==> src/rtl/pipe_hazard_ctrl_if.sv <==
// pipe_hazard_ctrl_if: hazard-controller pipeline signals; master drives pipeline state, slave is the controller
interface pipe_hazard_ctrl_if #(parameter int REG_W = 4);
  logic [REG_W-1:0] rs1_id, rs2_id, rd_ex;
  logic mem_read_ex, branch_taken_ex, mul_start_id, mul_done;
  logic stall_if, stall_id, flush_id, flush_ex, busy, mul_err;
  logic [15:0] stall_cnt;
  modport master(
    output rs1_id, rs2_id, rd_ex, mem_read_ex, branch_taken_ex, mul_start_id, mul_done,
    input stall_if, stall_id, flush_id, flush_ex, busy, mul_err, stall_cnt
  );
  modport slave(
    input rs1_id, rs2_id, rd_ex, mem_read_ex, branch_taken_ex, mul_start_id, mul_done,
    output stall_if, stall_id, flush_id, flush_ex, busy, mul_err, stall_cnt
  );
endinterface

==> src/rtl/pipe_hazard_ctrl.sv <==
// pipe_hazard_ctrl: load-use / branch / modmul stall+flush control; PIPE_HAZARD_CTRL_TIMEOUT_EN adds a modmul watchdog
module pipe_hazard_ctrl #(
  parameter int REG_W       = 4,
  parameter int LU_CYCLES   = 1,
  parameter int MUL_TIMEOUT = 256
) (
  input logic clock,
  input logic reset,
  pipe_hazard_ctrl_if.slave bus
);
  typedef enum logic [1:0] {RUN, LU_STALL, MUL_WAIT} state_t;
  localparam logic [3:0] LU_LAST = 4'(LU_CYCLES - 1);
  if (LU_CYCLES < 1 || LU_CYCLES > 15 || MUL_TIMEOUT < 2 || MUL_TIMEOUT > 65535) begin : g_bad_param
    $error("pipe_hazard_ctrl: LU_CYCLES or MUL_TIMEOUT out of range");
  end
  state_t state_q, state_d;
  logic [3:0] lu_cnt_q, lu_cnt_d;
  logic [15:0] stall_cnt_q, stall_cnt_d;
  logic hazard, stall, flush_id, flush_ex;
`ifdef PIPE_HAZARD_CTRL_TIMEOUT_EN
  localparam logic [15:0] WD_LAST = 16'(MUL_TIMEOUT - 1);
  logic [15:0] wd_cnt_q, wd_cnt_d;
  logic mul_err_q, mul_err_d;
`endif
  // next state and combinational stall/flush; reset overrides everything last
  always_comb begin
    hazard = bus.mem_read_ex && bus.rd_ex != REG_W'(0) &&
             (bus.rd_ex == bus.rs1_id || bus.rd_ex == bus.rs2_id);
    state_d = state_q;
    lu_cnt_d = lu_cnt_q;
    stall = 1'b0;
    flush_id = 1'b0;
    flush_ex = 1'b0;
`ifdef PIPE_HAZARD_CTRL_TIMEOUT_EN
    wd_cnt_d = wd_cnt_q;
    mul_err_d = 1'b0;
`endif
    case (state_q)
      RUN: begin
        if (bus.branch_taken_ex) begin
          flush_id = 1'b1;
          flush_ex = 1'b1;
        end else if (hazard) begin
          stall = 1'b1;
          flush_ex = 1'b1;
          if (LU_CYCLES > 1) begin
            state_d = LU_STALL;
            lu_cnt_d = 4'd1;
          end
        end else if (bus.mul_start_id) begin
          stall = 1'b1;
          state_d = MUL_WAIT;
`ifdef PIPE_HAZARD_CTRL_TIMEOUT_EN
          wd_cnt_d = '0;
`endif
        end
      end
      LU_STALL: begin
        stall = 1'b1;
        flush_ex = 1'b1;
        lu_cnt_d = lu_cnt_q + 4'd1;
        if (lu_cnt_q == LU_LAST) begin
          state_d = RUN;
          lu_cnt_d = '0;
        end
      end
      MUL_WAIT: begin
        if (bus.mul_done) begin
          state_d = RUN;
`ifdef PIPE_HAZARD_CTRL_TIMEOUT_EN
        end else if (wd_cnt_q == WD_LAST) begin
          state_d = RUN;
          mul_err_d = 1'b1;
`endif
        end else begin
          stall = 1'b1;
          flush_ex = 1'b1;
`ifdef PIPE_HAZARD_CTRL_TIMEOUT_EN
          wd_cnt_d = wd_cnt_q + 16'd1;
`endif
        end
      end
      default: state_d = RUN;
    endcase
    if (reset) begin
      state_d = RUN;
      lu_cnt_d = '0;
      stall = 1'b0;
      flush_id = 1'b0;
      flush_ex = 1'b0;
`ifdef PIPE_HAZARD_CTRL_TIMEOUT_EN
      wd_cnt_d = '0;
      mul_err_d = 1'b0;
`endif
    end
    stall_cnt_d = reset ? 16'd0 : (stall && ~&stall_cnt_q) ? stall_cnt_q + 16'd1 : stall_cnt_q;
  end
  // state and counter registers; reset is folded into the _d terms
  always_ff @(posedge clock) begin
    state_q <= state_d;
    lu_cnt_q <= lu_cnt_d;
    stall_cnt_q <= stall_cnt_d;
`ifdef PIPE_HAZARD_CTRL_TIMEOUT_EN
    wd_cnt_q <= wd_cnt_d;
    mul_err_q <= mul_err_d;
`endif
  end
  assign bus.stall_if = stall;
  assign bus.stall_id = stall;
  assign bus.flush_id = flush_id;
  assign bus.flush_ex = flush_ex;
  assign bus.busy = state_q != RUN && !reset;
  assign bus.stall_cnt = stall_cnt_q;
`ifdef PIPE_HAZARD_CTRL_TIMEOUT_EN
  assign bus.mul_err = mul_err_q;
`else
  assign bus.mul_err = 1'b0;
`endif
endmodule

==> src/flat_wrapper.sv <==
// flat-port wrapper written by rule: the top's interface ports become plain ports
module pipe_hazard_ctrl_flat 
#(
  parameter int REG_W       = 4,
  parameter int LU_CYCLES   = 1,
  parameter int MUL_TIMEOUT = 256
)
  (clock, reset, bus_rs1_id, bus_rs2_id, bus_rd_ex, bus_mem_read_ex, bus_branch_taken_ex, bus_mul_start_id, bus_mul_done, bus_stall_if, bus_stall_id, bus_flush_id, bus_flush_ex, bus_busy, bus_mul_err, bus_stall_cnt);
  pipe_hazard_ctrl_if #(.REG_W(REG_W)) bus_i ();
  input logic clock;
  input logic reset;
  input wire logic [$bits(bus_i.rs1_id)-1:0] bus_rs1_id;
  input wire logic [$bits(bus_i.rs2_id)-1:0] bus_rs2_id;
  input wire logic [$bits(bus_i.rd_ex)-1:0] bus_rd_ex;
  input wire logic [$bits(bus_i.mem_read_ex)-1:0] bus_mem_read_ex;
  input wire logic [$bits(bus_i.branch_taken_ex)-1:0] bus_branch_taken_ex;
  input wire logic [$bits(bus_i.mul_start_id)-1:0] bus_mul_start_id;
  input wire logic [$bits(bus_i.mul_done)-1:0] bus_mul_done;
  output wire logic [$bits(bus_i.stall_if)-1:0] bus_stall_if;
  output wire logic [$bits(bus_i.stall_id)-1:0] bus_stall_id;
  output wire logic [$bits(bus_i.flush_id)-1:0] bus_flush_id;
  output wire logic [$bits(bus_i.flush_ex)-1:0] bus_flush_ex;
  output wire logic [$bits(bus_i.busy)-1:0] bus_busy;
  output wire logic [$bits(bus_i.mul_err)-1:0] bus_mul_err;
  output wire logic [$bits(bus_i.stall_cnt)-1:0] bus_stall_cnt;
  assign bus_i.rs1_id = bus_rs1_id;
  assign bus_i.rs2_id = bus_rs2_id;
  assign bus_i.rd_ex = bus_rd_ex;
  assign bus_i.mem_read_ex = bus_mem_read_ex;
  assign bus_i.branch_taken_ex = bus_branch_taken_ex;
  assign bus_i.mul_start_id = bus_mul_start_id;
  assign bus_i.mul_done = bus_mul_done;
  assign bus_stall_if = bus_i.stall_if;
  assign bus_stall_id = bus_i.stall_id;
  assign bus_flush_id = bus_i.flush_id;
  assign bus_flush_ex = bus_i.flush_ex;
  assign bus_busy = bus_i.busy;
  assign bus_mul_err = bus_i.mul_err;
  assign bus_stall_cnt = bus_i.stall_cnt;
  pipe_hazard_ctrl #(.REG_W(REG_W), .LU_CYCLES(LU_CYCLES), .MUL_TIMEOUT(MUL_TIMEOUT)) u_core (.clock(clock), .reset(reset), .bus(bus_i));
endmodule
==> config.mk <==
export PLATFORM = sky130hd
export DESIGN_NAME = pipe_hazard_ctrl_flat
export DESIGN_NICKNAME = d
export VERILOG_FILES = /design/src/rtl/pipe_hazard_ctrl_if.sv /design/src/rtl/pipe_hazard_ctrl.sv /design/src/flat_wrapper.sv
export SDC_FILE = /design/constraint.sdc
export NUM_CORES = 1
export LEC_CHECK = 0
export BUFFER_PORTS_ARGS = -buffer_cell sky130_fd_sc_hd__buf_4
export CORE_MARGIN = 2
export CORE_UTILIZATION = 40
export CTS_CLUSTER_SIZE = 12
export DETAILED_ROUTE_END_ITERATION = 7
export PLACE_DENSITY = 0.67
export SETUP_SLACK_MARGIN = 0.15
export SLEW_MARGIN = 40
export SYNTH_ARGS = -nofsm -noshare
export SYNTH_HDL_FRONTEND = slang
export SYNTH_SLANG_ARGS = --single-unit
==> constraint.sdc <==
create_clock -name clock -period 2.3 [get_ports clock]
set_clock_uncertainty 0.05 [all_clocks]
set_input_delay 0.115 -clock clock [delete_from_list [all_inputs] [get_ports clock]]
set_output_delay 0.115 -clock clock [all_outputs]
set_load 0.01 [all_outputs]
Yosys cells after proc, flatten, opt, wreduce, memory -nomap -nowiden
Index checks and enable logic that the tools add are counted.
{ "classes": {"add_sub_neg": 2, "n_mul": 0, "div": 0, "n_lt_le_gt_ge": 0, "n_eq_ne": 9, "shifts": 0, "mux": 20, "n_bitwise": 0, "reduce_logical": 13} }
{ "ops": {"columns": ["cell", "n"], "rows": [
  ["16-bit by 1-bit adder with 16-bit output, second input constant", 1],
  ["16-bit AND reduction", 1],
  ["1-bit two-way mux", 11],
  ["2-bit two-way mux", 5],
  ["4-bit equality test", 2],
  ["2-bit inequality test, second input constant", 4],
  ["1-bit one-hot mux with 3 select lines", 2],
  ["2-bit one-hot mux with 3 select lines", 1],
  ["5-bit AND reduction", 1],
  ["4-bit by 1-bit adder with 4-bit output, second input constant", 1],
  ["1-bit logical AND", 4],
  ["4-bit logical NOT", 1],
  ["4-bit two-way mux", 1],
  ["4-bit nonzero test", 1],
  ["2-bit by 1-bit equality test with 1-bit output, second input constant", 1],
  ["2-bit equality test, second input constant", 1],
  ["1-bit logical NOT", 2],
  ["2-bit logical NOT", 1],
  ["2-bit by 1-bit inequality test with 1-bit output, second input constant", 1],
  ["2-bit nonzero test", 1],
  ["1-bit logical OR", 1]
]} }
{ "word_totals": {"reg_bits": 22, "latch_bits": 0, "mem_bits_rw": 0, "romBits": 0, "in_bits": 18, "word_cells": 47, "n_memories": 0} }

Depth between registers and ports, before layout
{ "logic_depth": {"depth_word": 8, "ltp_mapped": 8} }

Least setup slack after synthesis
No wires, ideal clock.
{ "synth_timing": {"kind": "flip-flop to flip-flop", "from": "register u_core.state_q[1]", "to": "register u_core.stall_cnt_q[10] (netlist: u_core.bus.stall_cnt[10])", "arrival_time_ps": 1655, "path_slack_ps": 472, "stages_incl_launch_ff": 7, "path_buffers": 0, "synth_period_minus_slack_ps": 1828, "path_cell_list": "dfxtp_1 nor2b_1 nor2b_1 a21oi_1 a21oi_4 nor4b_2 mux2_1"} }
{ "synth_via": {"elab_chain_cells": 4, "elab_cells_between_ends": 6, "classes_between": "2 x eq/ne; 2 x mux; 2 x reduce/logical"} }
{ "synth_lines": {"columns": ["item", "line_no", "text"], "rows": [
  ["from (decl)", "pipe_hazard_ctrl.sv:16", "state_t state_q, state_d;"],
  ["from (signal assigned)", "pipe_hazard_ctrl.sv:100", "state_q <= state_d;"],
  ["2-bit equality test (tied with other cells)", "pipe_hazard_ctrl.sv:38", "case (state_q)"],
  ["1-bit one-hot mux with 3 select lines (*)", "pipe_hazard_ctrl.sv:38", null],
  ["1-bit two-way mux (*)", "pipe_hazard_ctrl.sv:85", "if (reset) begin"],
  ["1-bit logical AND (*)", "pipe_hazard_ctrl.sv:96", "stall_cnt_d = reset ? 16'd0 : (stall && ~&stall_cnt_q) ? stall_cnt_q + 16'd1 : stall_cnt_q;"],
  ["to (signal assigned)", "pipe_hazard_ctrl.sv:102", "stall_cnt_q <= stall_cnt_d;"],
  ["to (decl)", "pipe_hazard_ctrl.sv:18", "logic [15:0] stall_cnt_q, stall_cnt_d;"]
]} }
Mark *: on every way between the ends. The rest lies on a longest branch, timed or not.
A chain may end at the register's enable or synchronous reset.

Worst setup path in the final report
{ "layout_timing": {"from": "register u_core.stall_cnt_q[3] (netlist: u_core.bus.stall_cnt[3])", "to": "register u_core.stall_cnt_q[11] (netlist: u_core.bus.stall_cnt[11])"} }
{ "layout_via": {"elab_chain_cells": 3, "elab_cells_between_ends": 4, "classes_between": "1 x add/sub; 3 x reduce/logical"} }
{ "layout_lines": {"columns": ["item"], "rows": [
  ["branches (longest 3 deep; another with 16-bit by 1-bit adder with 16-bit output)"]
]} }
Several ways; the timed one is not identified.

==> results.cfg <==
[placement]
gp_congestion = 0.778
numPortBuffers = 38
hpwl_microns = 1740
place_inst = 183

[clock_tree]
ctsResizeCount = 0
postCtsHoldBufs = 0
tritoncts = yes
cts-htree-levels = 1
clock-sinks = 17
clock_path_buffers = 2
insertion_delay_ps = 300
clock-root-buffer = clkbuf_4
clk_pin_slew_ps = 110
numCtsBuffers = 3

[logic_synthesis]
synth_cells = 120
synth-async-reset-ratio = 0
ys.flop_type = dfxtp_1
synth.yosys.warnings = 0
ys_seq_area_frac = 0.311
synth_edf_count = 0
syn-mean-instance-area_sq_um = 9.11
ys_types = 40
synth_top_cell_by_area = dfxtp_1
ys_ff_latch = 17
synthTopCellsByArea = dfxtp_1 31%, mux2_1 7.2%, xor2_1 6.4%
synth_top_area_share = 0.311
synth_nets = 139
synth_area_sq_mm = 0.00109

[min_path]
whs_endpoint = u_core.state_q[1]
min_from = bus_mul_start_id
hp-class = in2reg
whs_path_depth = 3

[route]
drc = 0
drt_iter0_drc = 31
wl_per_cell_microns = 12.3
num_vias = 967
antenna_left = 0
drt_first_pass_iters = 4
avgViaCountPerCell = 5.09
wl_microns = 2350

[global_route]
grt_first_pass_wirelength_microns = 4030
grt_pass1_vias = 910
antenna_found_initial = 0
grt_max_degree = 29
grt-ovfl-total = 0
grt.total_usage = 0.158

[setup_path]
cp_slowest_cell = dfxtp_1
worstPathArrival_ps = 2150
critical-path-top-delay-family = simple AND/OR/NAND/NOR gates
worst_ep_required_time_ps = 2440
cp-end-kind = register
rr_endpoint = u_core.bus.stall_cnt[11]
path_max_fanout = 8
cp_slowest_stage_delay_ps = 470
reg2reg_depth = 7
path_buf_inv = 1
critPathKind = reg2reg
rr_startpoint = u_core.bus.stall_cnt[3]
timing.critical_path.cells = and4_4 -> nand3_4 -> nor4b_4 -> a21oi_4 -> buf_4 -> nand4_1 -> mux2_1
cp-start-kind = register
rrSetupSlack_ps = 290

[final_layout]
n_antenna_cell = 0
fin_nets = 180
final_cells = 190
layout-drive-gt1-share = 0.344
areaGrowthSynthToFinish_pct = 32.4

[floorplanning]
die-area_sq_mm = 0.00317
coreArea_sq_mm = 0.00254
ioPinCount = 40
die_x_microns = 56.3
die_y_microns = 56.3
start_util = 0.430
rows = 18

[timing]
tns_ps = 0
fmax_mhz = 498
rsz0062_at_grt = no
hold_viol_final = 0
period_share = 0.872
slew_violations = 0
min_period_ps = 2010
setup_viol = 0

[power_and_ir_drop]
p_leak_nw = 0.639
power.density_mw_per_mm2 = 398
ir_drop_uv = 365

[outcome]
status = completed

[flow_run]
drv_cap = 0
==> logic make-up after synthesis <==
group / share of synthesized area
DFF: 0.311
buffers and inverters: 0.0492
AOI/OAI and AO/OA: 0.0950
muxes: 0.118
xor gates and xnor gates: 0.0721
adders and majority gates: 0.0114
other: 0.00343
and+or+nand+nor: 0.340
==> sequential cells by signal, indices dropped and copies added, names as in the netlist <==
name,count
u_core.state_q,1
u_core.bus.stall_cnt,16
==> layout make-up <==
cell class	count	area [sq um]
inverter	4	15.0
multi-input combinational	93	699
timing repair buffer	42	328
tap	30	37.5
clock inverter	1	5.00
fill	239	1100
clock buffer	3	22.5
sequential	17	340
==> worst max path at each step <==
stage	endpoint	cells past startpoint	slack (ps)	startpoint
final	u_core.bus.stall_cnt[11]	7	290	u_core.bus.stall_cnt[3]
after global routing	u_core.bus.stall_cnt[11]	7	180	u_core.bus.stall_cnt[4]
after CTS	u_core.bus.stall_cnt[8]	6	230	u_core.state_q[1]
after detailed placement	u_core.bus.stall_cnt[10]	7	250	bus_rd_ex[1]
after global placement	u_core.bus.stall_cnt[10]	7	310	bus_rd_ex[1]
after floorplan	u_core.bus.stall_cnt[10]	6	470	u_core.state_q[1]
==> cell usage in the layout (no fill, tap or decap), drive strengths merged, types with 2 or more instances in the layout <==
cell type  Yosys  routed
dfxtp         17      17
nor4b          3       3
mux2           7       7
nand4          6       6
nor4           3       3
inv            4       4
nand2b         3       3
clkbuf         1       3
nand2          7       7
xor2           8       8
nor2          14      14
mux2i          5       5
buf            5      42
and3           2       2
nand3          4       4
nor2b          9       9
a21oi          5       5
nor3           3       3
==> stage by stage <==
| step | area (sq um) | total power (W) | utilization | worst slack (ps) | hold WS (ps) |
|---|---|---|---|---|---|
| 3_3_place_gp | 1390 | 0.000406 | 0.544 | 306 | 326 |
| 5_1_grt | 1450 | 0.000612 | 0.569 | 185 | 26.7 |
| 4_1_cts | 1410 | 0.000574 | 0.555 | 227 | 12.4 |
| 2_1_floorplan | 1090 | 0.000367 | - | 472 | 201 |
| 6_report | 1450 | 0.000576 | 0.569 | 294 | 19.3 |
| 3_5_place_dp | 1390 | 0.000409 | 0.544 | 246 | 336 |
==> per-layer routing <==
layer | track usage | part of all wire | vias to the layer above
met5 | 0 | 0 | -
li1 | - | - | 501
met2 | 0.276 | 0.51 | 29
met1 | 0.188 | 0.43 | 433
met3 | 0.0323 | 0.050 | 4
met4 | 0.0612 | 0.013 | 0
==> worst reg2reg max path, stage by stage (launching register included) <==
cell,delay (ps)
dfxtp_1,470
and4_4,290
nand3_4,110
nor4b_4,280
a21oi_4,90
buf_4,180
nand4_1,90
mux2_1,320
==> power breakdown <==
group	switching [W]	internal (W)	total [W]
combinational	0.0000516	0.0000565	0.000108
clock	0.000101	0.0000648	0.000166
sequential	0.00000417	0.000298	0.000302
total	0.000157	0.000419	0.000576
==> cell usage after synthesis, types with 2 or more instances <==
library cell,n
a21oi_1,4
and3_1,2
buf_4,2
dfxtp_1,17
inv_1,4
mux2_1,7
mux2i_1,5
nand2_1,7
nand2b_1,3
nand3_1,3
nand4_1,6
nor2_1,14
nor2b_1,9
nor3_1,3
nor4b_2,2
xor2_1,8
==> repair_timing <==
action                                  CTS  global route
endpoints found under the setup margin    0             4
hold endpoints to repair                  0             0
buffers inserted                          0             3
Power figures use the tool's default switching activity.
